--- src/rtl/cla_pkg.sv ---
// Shared definitions for the CLA accumulator: FSM state encoding and default widths.
package cla_pkg;

  localparam int CLA_BITS    = 8;
  localparam int CLA_COUNT_W = 8;

  typedef enum logic [1:0] {
    ST_IDLE = 2'd0,
    ST_ACC  = 2'd1,
    ST_DONE = 2'd2
  } cla_state_t;

endpackage

--- src/rtl/cla_acc_adder.sv ---
// BITS+1-wide carry-lookahead datapath: returns a + b with carry-out, carry-in fixed at 0.
module cla_acc_adder
  import cla_pkg::*;
#(
  parameter int BITS = CLA_BITS
) (
  input  logic [BITS-1:0] a,
  input  logic [BITS-1:0] b,
  output logic [BITS-1:0] sum,
  output logic            cout
);

  logic [BITS-1:0] gen;
  logic [BITS-1:0] prop;
  logic [BITS:0]   carry;

  // Carries built from generate/propagate terms; synthesis flattens the chain into lookahead logic.
  always_comb begin
    gen      = a & b;
    prop     = a ^ b;
    carry    = '0;
    carry[0] = 1'b0;
    for (int i = 0; i < BITS; i++) begin
      carry[i+1] = gen[i] | (prop[i] & carry[i]);
    end
    sum  = prop ^ carry[BITS-1:0];
    cout = carry[BITS];
  end

endmodule

--- src/rtl/cla_accumulator.sv ---
// Burst accumulator around the CLA adder with valid/ready input and output streams.
// Optional macro CLA_ACC_SATURATE_EN clamps the accumulator to all-ones on carry-out.
module cla_accumulator
  import cla_pkg::*;
#(
  parameter int BITS    = CLA_BITS,
  parameter int COUNT_W = CLA_COUNT_W
) (
  input  logic               clk,
  input  logic               rst_n,
  input  logic               start,
  input  logic [COUNT_W-1:0] len,
  input  logic               abort,
  input  logic               in_valid,
  output logic               in_ready,
  input  logic [BITS-1:0]    in_data,
  output logic               out_valid,
  input  logic               out_ready,
  output logic [BITS-1:0]    out_sum,
  output logic               out_ovf,
  output logic [COUNT_W-1:0] out_count
);

  cla_state_t state, state_next;

  logic [BITS-1:0]    acc;
  logic [BITS-1:0]    acc_next;
  logic [BITS-1:0]    add_sum;
  logic               add_cout;
  logic               ovf;
  logic [COUNT_W-1:0] cnt;
  logic [COUNT_W-1:0] len_q;
  logic               beat;
  logic               last_beat;
  logic               take_start;

  cla_acc_adder #(.BITS(BITS)) u_adder (
    .a    (acc),
    .b    (in_data),
    .sum  (add_sum),
    .cout (add_cout)
  );

  // A new burst may begin from IDLE or on the same cycle the result is handed off.
  assign take_start = start && ((state == ST_IDLE) || ((state == ST_DONE) && out_ready));
  assign beat       = in_valid && in_ready;
  assign last_beat  = beat && (cnt == len_q - COUNT_W'(1));

`ifdef CLA_ACC_SATURATE_EN
  assign acc_next = add_cout ? {BITS{1'b1}} : add_sum;
`else
  assign acc_next = add_sum;
`endif

  always_ff @(posedge clk or negedge rst_n) begin
    if (!rst_n) state <= ST_IDLE;
    else        state <= state_next;
  end

  always_comb begin
    state_next = state;
    case (state)
      ST_IDLE: if (take_start) state_next = (len == '0) ? ST_DONE : ST_ACC;
      ST_ACC:  if (last_beat)  state_next = ST_DONE;
      ST_DONE: begin
        if (take_start)     state_next = (len == '0) ? ST_DONE : ST_ACC;
        else if (out_ready) state_next = ST_IDLE;
      end
      default: state_next = ST_IDLE;
    endcase
    if (abort) state_next = ST_IDLE;
  end

  always_comb begin
    in_ready  = (state == ST_ACC);
    out_valid = (state == ST_DONE);
  end

  // Result registers are loaded as DONE is entered, so they stay frozen while the consumer stalls.
  always_ff @(posedge clk or negedge rst_n) begin
    if (!rst_n) begin
      acc       <= '0;
      ovf       <= 1'b0;
      cnt       <= '0;
      len_q     <= '0;
      out_sum   <= '0;
      out_ovf   <= 1'b0;
      out_count <= '0;
    end else if (abort) begin
      acc       <= '0;
      ovf       <= 1'b0;
      cnt       <= '0;
      len_q     <= '0;
      out_sum   <= '0;
      out_ovf   <= 1'b0;
      out_count <= '0;
    end else if (take_start) begin
      acc   <= '0;
      ovf   <= 1'b0;
      cnt   <= '0;
      len_q <= len;
      if (len == '0) begin
        out_sum   <= '0;
        out_ovf   <= 1'b0;
        out_count <= '0;
      end
    end else if (beat) begin
      acc <= acc_next;
      ovf <= ovf | add_cout;
      cnt <= cnt + COUNT_W'(1);
      if (last_beat) begin
        out_sum   <= acc_next;
        out_ovf   <= ovf | add_cout;
        out_count <= cnt + COUNT_W'(1);
      end
    end
  end

endmodule

--- config.mk ---
export PLATFORM = sky130hd
export DESIGN_NAME = cla_accumulator
export DESIGN_NICKNAME = d
export VERILOG_FILES = /design/src/rtl/cla_pkg.sv /design/src/rtl/cla_acc_adder.sv /design/src/rtl/cla_accumulator.sv
export SDC_FILE = /design/constraint.sdc
export NUM_CORES = 1
export LEC_CHECK = 0
export BUFFER_PORTS_ARGS = -buffer_cell sky130_fd_sc_hd__buf_4
export CAP_MARGIN = 10
export CORE_MARGIN = 5
export CORE_UTILIZATION = 50
export CTS_BUF_LIST = sky130_fd_sc_hd__clkbuf_4 sky130_fd_sc_hd__clkbuf_8
export DETAILED_ROUTE_END_ITERATION = 10
export PLACE_DENSITY = 0.71
export SLEW_MARGIN = 20
export SYNTH_ARGS = -nofsm -noshare
export SYNTH_HDL_FRONTEND = slang
export SYNTH_SLANG_ARGS = --single-unit
--- constraint.sdc ---
create_clock -name clk -period 4.9 [get_ports clk]
set_input_delay 0.98 -clock clk [delete_from_list [all_inputs] [get_ports clk]]
set_output_delay 0.98 -clock clk [all_outputs]
set_load 0.005 [all_outputs]
; Word level (Yosys, flattened, before mapping)
; Index checks and enable logic that the tools add are counted.
[word_totals]
ff_bits = 44
inputBits = 22
[op_classes]
addsub = 2
n_eq_ne = 7
mux = 32
bitwise_logic = 18
n_reduce_logical = 12
[op_table]
columns = operator, n
row1 = 8-bit 2-to-1 mux, 17
row2 = 8-bit bitwise XOR, 2
row3 = 2-bit 2-to-1 mux, 6
row4 = "8-bit by 1-bit adder with 8-bit output, second input constant", 1
row5 = 8-bit AND, 1
row6 = 8-bit equality test, 1
row7 = 8-bit logical NOT, 1
row8 = 1-bit 2-to-1 mux, 8
row9 = 1-bit OR, 8
row10 = "8-bit by 1-bit subtractor with 8-bit output, second input constant", 1
row11 = 1-bit AND, 7
row12 = "3-bit by 2-bit != test with 1-bit output, second input constant", 2
row13 = 2-bit case mux with 3 select lines, 1
row14 = 3-bit AND reduction, 2
row15 = 3-bit nonzero test, 2
row16 = 1-bit logical AND, 4
row17 = "4-bit by 2-bit != test with 1-bit output, second input constant", 1
row18 = "3-bit != test, second input constant", 1
row19 = "2-bit by 1-bit equality test with 1-bit output, second input constant", 1
row20 = "2-bit equality test, second input constant", 1
row21 = 2-bit logical NOT, 1
row22 = 2-bit nonzero test, 1
row23 = 1-bit logical OR, 1

; Longest topological paths before layout
[depth]
ltp_word = 20
mapped_depth = 12
ltp_nobuf = 12

; By module
; Synthesis repeated with hierarchy kept, for this count alone.
[unflattened]
hier_cells = 248
area_unflattened_um2 = 2491.1
[by_module_without_submodules]
columns = module, n_inst, cells_per_inst, area_each_um2
row1 = cla_accumulator, 1, 235, 2319.7
row2 = cla_acc_adder, 1, 13, 171.4

; Worst setup path after synthesis
; No wires, ideal clock.
[synth_path]
path_type = input to register
start = input in_data[0]
end = register out_sum[7]
arrival_time_ps = 4124
path_slack_ps = 649
cell_stages = 12
path_buffers = 0
cell_sequence = ha_1 > inv_1 > fa_1 > fa_1 > fa_1 > fa_1 > fa_1 > fa_1 > fa_1 > nor2_1 > a21oi_1 > mux2i_1
[synth_via]
elab_chain_cells = 18
[synth_lines]
columns = item, line_no
row1 = start: declaration, cla_accumulator.sv:16  ; input logic [BITS-1:0] in_data,
row2 = 8-bit AND, cla_acc_adder.sv:19  ; gen = a & b;
row3 = 1-bit AND, cla_acc_adder.sv:24  ; carry[i+1] = gen[i] | (prop[i] & carry[i]);
row4 = 1-bit OR, cla_acc_adder.sv:24
row5 = 1-bit AND, cla_acc_adder.sv:24
row6 = 1-bit OR, cla_acc_adder.sv:24
row7 = 1-bit AND, cla_acc_adder.sv:24
row8 = 1-bit OR, cla_acc_adder.sv:24
row9 = 1-bit AND, cla_acc_adder.sv:24
row10 = [2 not listed], --
row11 = 1-bit OR, cla_acc_adder.sv:24
row12 = 1-bit AND, cla_acc_adder.sv:24
row13 = 1-bit OR, cla_acc_adder.sv:24
row14 = 8-bit bitwise XOR, cla_acc_adder.sv:26  ; sum = prop ^ carry[BITS-1:0];
row15 = 8-bit 2-to-1 mux, cla_accumulator.sv:111  ; if (last_beat) begin
row16 = 8-bit 2-to-1 mux, cla_accumulator.sv:107  ; end else if (beat) begin
row17 = 8-bit 2-to-1 mux, cla_accumulator.sv:97  ; end else if (take_start) begin
row18 = 8-bit 2-to-1 mux, cla_accumulator.sv:89  ; end else if (abort) begin
row19 = end signal: assignment, cla_accumulator.sv:112  ; out_sum <= acc_next;
row20 = end: declaration, cla_accumulator.sv:19  ; output logic [BITS-1:0] out_sum,
; Every way passes these cells. The select of a mux whose other input is x is not followed.
; A chain may end at the register's enable or synchronous reset.

; Final worst setup path
; Same ends and word-level chain as after synthesis.

==> impl_metrics.toml <==
[place]
placed_cell_area_um2 = 2910
gp_congestion = 0.780
io_buffers = 40
place_ws_ps = 397
dp_hpwl_um = 4140

[synth]
ys_types = 45
netlist_instances = 273
synth_compound_area_share_pct = 16.5
syn-num-nets = 305
synth_edf_count = 0
async_flop_share_pct = 100
yosys.area_share.adder_pct = 6.88
muxShareOfSynthArea_pct = 6.59
synthSimpleGateAreaFrac_pct = 14.2
synthesis.area_um2 = 2580
ys_ff_latch = 44
synth_top_family_by_area = "compound AO/OA/AOI/OAI gates"
synth_top_cell_by_area = "dfrtp_1"
synth.area.top_cells = "dfrtp_1 (43%), mux2i_1 (6.6%), fa_1 (5.4%)"
synth_xor_area_share_pct = 6.44
seq_area_frac_synth_pct = 42.6
synth_area_per_cell_um2 = 9.46
synth_ff_type = "dfrtp_1"
ys_warn_count = 0
synth.top_cell.area_share_pct = 42.6

[clocking]
cts_made_buffers = 5
cts_hold_buf = 0
clkLatencyLatePin_ps = 310
clock-root-buffer = "clkbuf_8"
cts_sinks = 44
clockBufferDepth = 2
htreeDepth = 2
cts_setup_buffers = 0
cts_resized = 0
cts_tree = "built"
clk_pin_slew_ps = 90

[grt]
grt_usage_pct = 19.4
grt_busiest_layer = "met2"
grtUsageMet2_pct = 31.1
antenna_found_initial = 0
grt_pass1_vias = 2032
grt_pass1_wl_um = 9760
grt_use_met3_pct = 4.17
grt_max_degree = 45
use_met1_pct = 25.5
grt_overflow = 0

[cells_and_area]
fillCellCount = 469
fin_area_um2 = 3040
fin_util_pct = 59.8
diodes = 0
drive_gt1_share_pct = 18.6
nets = 337
syn_to_final_growth_pct = 17.6

[power_and_ir_drop]
p_leak_nw = 1.44
cellPowerDensity_nw_per_um2 = 262
comb_power_share_pct = 14.7
p_int_uw = 587
sw_frac_of_total_pct = 26.3
pwr-share-clk_pct = 37.3
power_uw = 796
net-switching-power_uw = 210
pwr-share-seq_pct = 48.0
ir_worst_vdd_v = 0.000153

[die]
rows = 26
core-area_um2 = 5070
fp.dieH_um = 81.9
pin_count = 41
chipWidth_um = 81.9
dieArea_um2 = 6700
start_util_pct = 50.9

[setup_path]
required_ps = 5090
path_max_fanout = 2
startpoint_type = "input pin"
worst-setup-path-type = "input pin to register"
crit_start = "in_data[0]"
timing.rr.start = "acc[0]"
crit_path_end_kind = "register"
cp.arrival_ps = 4350

[sta]
setup_viol = 0
finalHoldViolCount = 0
min_period_ps = 4160
setup_slack_ps = 743
fmax_mhz = 241
finalMaxSlewViolations = 0
timing.final.crit_share_pct = 84.8
slew_headroom_pct = 49.5
worst_pin_slew_ps = 755
tns_ps = 0
rsz0062_at_grt = "no"
clock_skew_ps = 10.1

[drt]
totalWireLength_um = 5850
routedWlPerCell_um = 15.5
avgViaCountPerCell = 5.47
dr.pass1.iters = 4
drtIter0Drc = 105
via_count = 2057
post-route-drc-count = 0
ant_nets = 0

[run_status]
status = "complete, no violations"

[worst_hold_path]
min_from = "acc[4]"
hold_path.class = "register to register"

[run]
cap_viol_max_count = 0
[final cells by class]
type                            instances  area [um2]  share of cell area [%]
Clock buffer                            6        82.6                    2.72
Clock inverter                          2        38.8                    1.28
Inverter                               24        90.1                    2.97
Multi-Input combinational cell        188        1320                    43.5
Sequential cell                        44        1100                    36.3
Tap cell                               70        87.6                    2.88
Timing Repair Buffer                   42         315                    10.4
[synthesized netlist by cell type, types with 2 or more instances]
library cell / instances
a211oi_1: 3
a21o_1: 3
a21oi_1: 18
a22o_1: 3
a22oi_1: 8
a31oi_1: 2
and3_1: 2
clkbuf_1: 13
dfrtp_1: 44
fa_1: 7
ha_1: 3
inv_1: 24
mux2i_1: 17
nand2_1: 13
nand2b_1: 3
nand3_1: 3
nand4_1: 2
nor2_1: 32
nor2b_1: 3
nor3_1: 5
o211ai_1: 2
o21ai_0: 18
o21ai_1: 5
or4_1: 2
xnor2_1: 11
xor2_1: 8
[worst paths after layout]
path	to	slack (ps)	cells past startpoint
max	out_sum[7]	740	13
min	acc[4]	520	2
max reg2reg	out_sum[7]	1120	12
min reg2reg	acc[4]	520	2
max in group asynchronous	cnt[7]	3840	1
min in group asynchronous	acc[4]	660	1
[state kept, by name, indices dropped and copies added (netlist names)]
signal and count:
cnt 8, len_q 8, out_ovf 1, acc 8, ovf 1, out_count 8, state 2, out_sum 8
[power by group through the flow]
stage	logic [mW]	registers (mW)	clock network (mW)
2_1_floorplan	0.0762	0.387	0
3_3_place_gp	0.115	0.389	0
4_1_cts	0.118	0.382	0.307
6_report	0.117	0.382	0.297
5_1_grt	0.132	0.384	0.320
3_5_place_dp	0.117	0.389	0
[metal layers]
layer / up-vias / part of all wire (%)
met1: 1016 / 45
met3: 8 / 4.2
met4: 0 / 1.5
met2: 38 / 50
met5: - / 0
li1: 995 / -
[cell usage in the layout, fill, tap and decap left out, types with 2 or more instances in the layout]
cell type / count
a21oi_1: 18
nor2_1: 32
xor2_1: 8
xnor2_1: 11
ha_1: 3
a211oi_1: 3
a22oi_1: 8
o21ai_0: 18
nand4_1: 2
clkbuf_8: 6
a22o_1: 3
nor3_1: 5
dfrtp_1: 44
nand3_1: 3
a21o_1: 3
inv_1: 24
and3_1: 2
o21ai_1: 5
buf_4: 42
o211ai_1: 2
nor2b_1: 2
nand2b_1: 3
mux2i_1: 17
or4_1: 2
fa_1: 7
nand2_1: 13
[worst max-delay path, cell delays in order]
cell	delay, ps
buf_4	80
ha_1	140
inv_1	50
fa_1	370
fa_1	380
fa_1	390
fa_1	390
fa_1	390
fa_1	390
fa_1	510
nor2_1	50
a21oi_1	140
mux2i_1	80
[cells by family (layout without fill, tap and decap cells)]
group,count (synthesis),in the layout
xor+xnor,19,19
fa+ha+maj,10,10
flops,44,44
simple gates,73,73
compound gates,69,69
buf+inv,41,74
mux,17,17
[per-stage QoR]
step,std cells,hold slack [ps]
floorplan,273,466
detailed placement,368,506
global placement,368,479
global route,376,544
CTS,376,527
finish,376,524
No activity file was read; power rests on OpenSTA's default activity.
